$ cat config.mk
export PLATFORM = sky130hd
export DESIGN_NAME = flag_branch_unit
export DESIGN_NICKNAME = d
export VERILOG_FILES = /design/src/rtl/wisc_pkg.sv /design/src/rtl/flag_branch_unit_cond_eval.sv /design/src/rtl/flag_branch_unit.sv
export SDC_FILE = /design/constraint.sdc
export NUM_CORES = 1
export LEC_CHECK = 0
export ABC_CLOCK_PERIOD_IN_PS = 1840
export CORE_AREA = 2 2 39 41
export CTS_CLUSTER_DIAMETER = 40
export DETAILED_ROUTE_END_ITERATION = 6
export DIE_AREA = 0 0 41 43
export PLACE_DENSITY = 0.67
export SYNTH_ARGS = -nofsm -noshare
export SYNTH_HDL_FRONTEND = slang
export SYNTH_SLANG_ARGS = --single-unit
$ cat constraint.sdc
create_clock -name clk -period 1.84 [get_ports clk]
set_input_delay 0.184 -clock clk [delete_from_list [all_inputs] [get_ports clk]]
set_output_delay 0.184 -clock clk [all_outputs]
set_load 0.02 [all_outputs]
$ cat src/rtl/wisc_pkg.sv
// Shared definitions for the flag/branch path: opcodes, condition codes,
// flag bit positions and the per-opcode flag write mask.
package wisc_pkg;

  localparam int FLAGS_W = 3;
  localparam int FLG_N   = 0;
  localparam int FLG_V   = 1;
  localparam int FLG_Z   = 2;

  localparam logic [3:0] OP_ADD    = 4'b0000;
  localparam logic [3:0] OP_SUB    = 4'b0001;
  localparam logic [3:0] OP_XOR    = 4'b0010;
  localparam logic [3:0] OP_RED    = 4'b0011;
  localparam logic [3:0] OP_SLL    = 4'b0100;
  localparam logic [3:0] OP_SRA    = 4'b0101;
  localparam logic [3:0] OP_ROR    = 4'b0110;
  localparam logic [3:0] OP_PADDSB = 4'b0111;

  localparam logic [2:0] CC_NE = 3'b000;
  localparam logic [2:0] CC_EQ = 3'b001;
  localparam logic [2:0] CC_GT = 3'b010;
  localparam logic [2:0] CC_LT = 3'b011;
  localparam logic [2:0] CC_GE = 3'b100;
  localparam logic [2:0] CC_LE = 3'b101;
  localparam logic [2:0] CC_OV = 3'b110;
  localparam logic [2:0] CC_UN = 3'b111;

  // Which flag bits an opcode is allowed to write; others hold.
  function automatic logic [FLAGS_W-1:0] flag_mask(input logic [3:0] op);
    logic [FLAGS_W-1:0] m;
    m = '0;
    case (op)
      OP_ADD, OP_SUB:         m = '1;
      OP_XOR, OP_SLL,
      OP_SRA, OP_ROR:         m[FLG_Z] = 1'b1;
      default:                m = '0;
    endcase
    return m;
  endfunction

endpackage

$ cat src/rtl/flag_branch_unit_cond_eval.sv
// Combinational branch condition evaluator against a {Z,V,N} flag vector.
module cond_eval
  import wisc_pkg::*;
(
  input  logic [2:0]         cond,
  input  logic [FLAGS_W-1:0] flags,
  output logic               taken
);

  logic z, v, n;
  assign z = flags[FLG_Z];
  assign v = flags[FLG_V];
  assign n = flags[FLG_N];

  always_comb begin
    taken = 1'b0;
    case (cond)
      CC_NE: taken = !z;
      CC_EQ: taken = z;
      CC_GT: taken = !z && !n;
      CC_LT: taken = n;
      CC_GE: taken = z || (!z && !n);
      CC_LE: taken = n || z;
      CC_OV: taken = v;
      CC_UN: taken = 1'b1;
      default: taken = 1'b0;
    endcase
  end

endmodule

$ cat src/rtl/flag_branch_unit.sv
// Flag register fed by ALU results plus registered conditional-branch resolve.
// Build option FLAG_BYPASS_EN: same-cycle branches see the next-state flags.
module flag_branch_unit
  import wisc_pkg::*;
#(
  parameter int DATA_W = 16,
  parameter int OP_W   = 4
) (
  input  logic               clk,
  input  logic               rst_n,
  input  logic               alu_valid,
  input  logic [OP_W-1:0]    alu_op,
  input  logic [DATA_W-1:0]  alu_out,
  input  logic               alu_ovfl,
  input  logic               stall,
  input  logic               flush,
  input  logic               br_valid,
  input  logic [2:0]         br_cond,
  output logic [FLAGS_W-1:0] flags,
  output logic               br_taken,
  output logic               br_resolved
);

  logic               alu_acc, br_acc, cond_taken;
  logic [FLAGS_W-1:0] mask, new_flags, flags_nxt, eval_flags;

  assign alu_acc = alu_valid && !stall && !flush;
  assign br_acc  = br_valid && !stall && !flush;
  assign mask    = flag_mask(4'(alu_op));

  always_comb begin
    new_flags        = '0;
    new_flags[FLG_Z] = (alu_out == '0);
    new_flags[FLG_V] = alu_ovfl;
    new_flags[FLG_N] = alu_out[DATA_W-1];
  end

  assign flags_nxt = alu_acc ? ((mask & new_flags) | (~mask & flags)) : flags;

`ifdef FLAG_BYPASS_EN
  assign eval_flags = flags_nxt;
`else
  assign eval_flags = flags;
`endif

  cond_eval u_cond_eval (
    .cond  (br_cond),
    .flags (eval_flags),
    .taken (cond_taken)
  );

  always_ff @(posedge clk or negedge rst_n) begin
    if (!rst_n) begin
      flags       <= '0;
      br_taken    <= 1'b0;
      br_resolved <= 1'b0;
    end else begin
      flags <= flags_nxt;
      // flush outranks stall: a squashed branch leaves not-taken behind
      if (flush) begin
        br_taken    <= 1'b0;
        br_resolved <= 1'b0;
      end else if (br_acc) begin
        br_taken    <= cond_taken;
        br_resolved <= 1'b1;
      end else begin
        br_resolved <= 1'b0;
      end
    end
  end

endmodule

==> results of run 1 <==
worst max path at each step:
| stage | slack [ns] | end | startpoint | depth (start not counted) |
|---|---|---|---|---|
| 3_5_place_dp | -0.08 | flop | flush | 4 |
| 3_3_place_gp | -0.06 | flop | flush | 4 |
| 6_report | 0.19 | flop | flush | 4 |
| 2_1_floorplan | 0.37 | flop | alu_op[3] | 3 |
| 4_1_cts | 0.18 | flop | flush | 4 |
| 5_1_grt | 0.16 | flop | flush | 4 |
kinds of logic (layout without fill, tap and decap cells):
group	after synthesis	in the layout	share of synthesized area (%)
flip-flops	5	5	39.84
AO/OA/AOI/OAI	7	7	17.13
buffers and inverters	0	40	0
AND/OR/NAND/NOR	15	15	33.46
multiplexers	2	2	9.562
metal layers:
layer  up-vias  share of wire, %  global-route usage [%]
met5         -                 0                       0
met4         0               2.3                   8.000
met3         3                16                   9.424
met2        32                46                   19.69
met1       172                36                   15.36
li1        196                 -                       -
per-stage QoR:
stage	hold slack [ns]	setup TNS (ns)	power, W
floorplan	-0.1116	0	0.0001775
global placement	0.4232	-0.1149	0.0002749
detailed placement	0.4267	-0.1510	0.0002762
CTS	0.1660	0	0.0004065
global route	0.1818	0	0.0004199
finish	0.1616	0	0.0003988
power breakdown:
| part | total (W) | internal, W | switching, W |
|---|---|---|---|
| sequential | 0.000132 | 0.000121 | 0.0000105 |
| combinational | 0.000141 | 0.0000990 | 0.0000417 |
| clock | 0.000126 | 0.0000820 | 0.0000444 |
cell usage in the layout, fill, tap and decap left out:
master           netlist  layout
a21o_2                 1       1
or3b_2                 1       1
nand4_1                1       1
or4b_4                 1       1
a31oi_1                1       1
o21ai_1                1       1
nand2b_1               1       1
buf_4                  0       2
dfrtp_1                5       5
clkdlybuf4s50_1        0      34
or3_4                  1       1
o221a_2                1       1
mux2_4                 2       2
a211oi_1               2       2
o31ai_1                1       1
and2b_2                1       1
clkbuf_4               0       3
nor3_1                 1       1
nor2b_1                2       2
nand2_1                1       1
nor2_1                 1       1
clkbuf_1               0       1
nor4_1                 4       4
area by class of cell:
class	instances	area [um2]	area share [%]
multi-input cells	24	188.9	26.40
repair buffers	36	355.3	49.65
flip-flops and latches	5	125.1	17.48
well taps	16	20.02	2.797
clock buffers	4	26.28	3.671
==> flow_results.org, run 1 <==
** Status
- The run finished with clean final reports.

** Placed design
- Number of I/O port buffers :: 34
- OpenSTA, run right after detailed placement, puts the worst setup slack at -0.07925 ns.
- The placed instances occupy a cell area of 689.4 um2.
- The number of placed instances, taps included, is 81.
- The congestion estimate from routability-driven global placement came to 0.6208.

** Setup path
- Setup slack on the worst reg-to-reg path comes out at 0.40 ns.
- Endpoint type of the worst setup path :: flop
- Capture instance of the worst register-to-register path :: br_taken
- Sort of element at the start of the critical path :: input port
- Together, buffers and inverters on the worst path number 1.
- Reg2Reg Depth :: 4
- In this design, the stage delay of the slowest critical-path cell is 0.52 ns.
- Worst Path Max Fanout :: 2
- Classification of the worst setup path :: input port to flop
- The signal on the critical path passes through clkdlybuf4s50_1 > or4b_4 > or3_4 > mux2_4.
- Critical-path cell with the highest stage delay :: or4b_4
- Data on the critical path is required at its endpoint by 1.97 ns.
- Delay-heaviest family, CP :: simple AND/OR/NAND/NOR gates
- At the worst endpoint, the arrival time is 1.78 ns.

** Drt
- Total iterations of the first detailed-routing run :: 2
- In the routed design, unresolved DRC markers number 0.
- Final Routed Wirelength :: 919 um
- For this block, the initial DRC count from the detailed router was 2.
- Vias :: 403
- Average via count per standard cell :: 4.741
- Post-DRT Antenna Nets :: 0
- In the final routed layout, each cell accounts on average for 10.81 um.

** Clock tree
- CTS Root Buffer Type :: clkbuf_4
- Total of hold buffers inserted after clock tree synthesis :: 0
- Clock-pin slew was measured on the worst setup and hold paths at 0.04 ns.
- For the worst-skew pair, the clock arrives at the later sink with an insertion delay of 0.24 ns.
- In this run the number of H-tree levels came out at 1.
- TritonCTS built the clock tree.
- For this design, the sink count on the clock tree is 5.
- Gates resized during post-CTS repair numbered 0.
- Once the clock tree was built, the setup fixing pass inserted 0 buffers.
- The clock passes through at most 2 buffers.
- Number of buffers added by the clock tree synthesis step :: 3

** Logic synthesis
- When the netlist entered floorplanning its net count stood at 59.
- The synthesized design contains 0 enable-type register cells.
- Share of synthesized registers carrying an async set or reset :: 100.0%
- Synthesized netlist cell count :: 29
- Area contributors post-synth :: dfrtp_1 (40%), mux2_4 (9.6%), nor4_1 (8.0%), a211oi_1 (4.8%), or4b_4 (4.4%)
- Post-synthesis average cell area :: 10.83 um2
- The number of different library cells used by synthesis comes to 19.
- Sequential cells were found to cover 39.84% of the synthesized design area.
- Fraction of synthesized cell area taken by the top area cell type :: 39.84%
- Primary flip-flop cell chosen by synthesis mapping :: dfrtp_1
- The largest total area in the synthesized netlist belongs to dfrtp_1.
- Post-Syn Area :: 314.1 um2
- During synthesis, Yosys emitted a total of 0 warnings.
- Top-count cell post-synth :: dfrtp_1
- Most instantiated cells after synthesis :: dfrtp_1 (5), nor4_1 (4), a211oi_1 (2), mux2_4 (2), nor2b_1 (2)
- Register bit count reported by yosys :: 5

** Final layout
- Summed area of non-filler cells in the final layout :: 715.7 um2
- Final standard cell count with taps included and fillers excluded :: 85
- Counting the fill cells in the layout gives 129.
- 0 antenna diodes ended up in the layout.
- Final layout net count :: 100
- From synthesis to final layout, the design area changed by 127.9%.
- At the end of the flow the core is filled with cells to 51.72%.
- In the final layout, the share of cells above drive strength 1 is 18.84%.

** STA
- Unrepaired setup endpoints after global routing :: no
- Minimum setup slack in the final design :: 0.1861 ns
- For the final database, setup skew stands at 0.002356 ns.
- Worst Tran Pin Value :: 0.2551 ns
- Headroom to the max-slew limit came out at 82.84%.
- The number of max-slew violations in the final report was 0.
- Final critical-path share of the clock period :: 89.89%
- The worst path in the final design needs a cycle of 1.654 ns, including I/O delays and setup.
- Setup violations remaining at the end of the flow were counted as 0.
- Maximum clock frequency :: 604.6 MHz
- Final Hold Fails :: 0

** Power and ir drop
- Reported leakage power :: 0.2834 nW
- In this run the power density over the cells is 557.3 mW/mm2.
- Worst IR drop on VDD :: 0.2575 mV

** Min path
- The min-delay analysis places its worst path in the category input port to async pin.

** Die
- Chip width :: 41 um
- Core Rows :: 14
- The initial utilization of the core area, before any placement, comes to 22.69%.
- Area inside the core boundary :: 0.001384 mm2
- Y dimension of the die :: 43 um
- The die covers 0.001763 mm2.
- Number of ports placed on the die boundary :: 35

** Global route
- The number of global-route vias before repair came to 424.
- Initial antenna violation count :: 0
- Wire length of the first global-routing pass :: 1614 um
- Largest net degree at the start of global routing :: 7
- Leftover overflow at the end of global routing :: 0
- In the global route stage, overall resource usage came out at 14.13%.

** Job
- The tool flagged a number of max-cap violations equal to 0.
Note: power is estimated with default switching activity, not from simulation.
==> run 2, diff against run 1 <==
- SLEW_MARGIN: not set -> 15
==> results of run 2 <==
Final layout, timing and power as in run 1 (identical DEF).
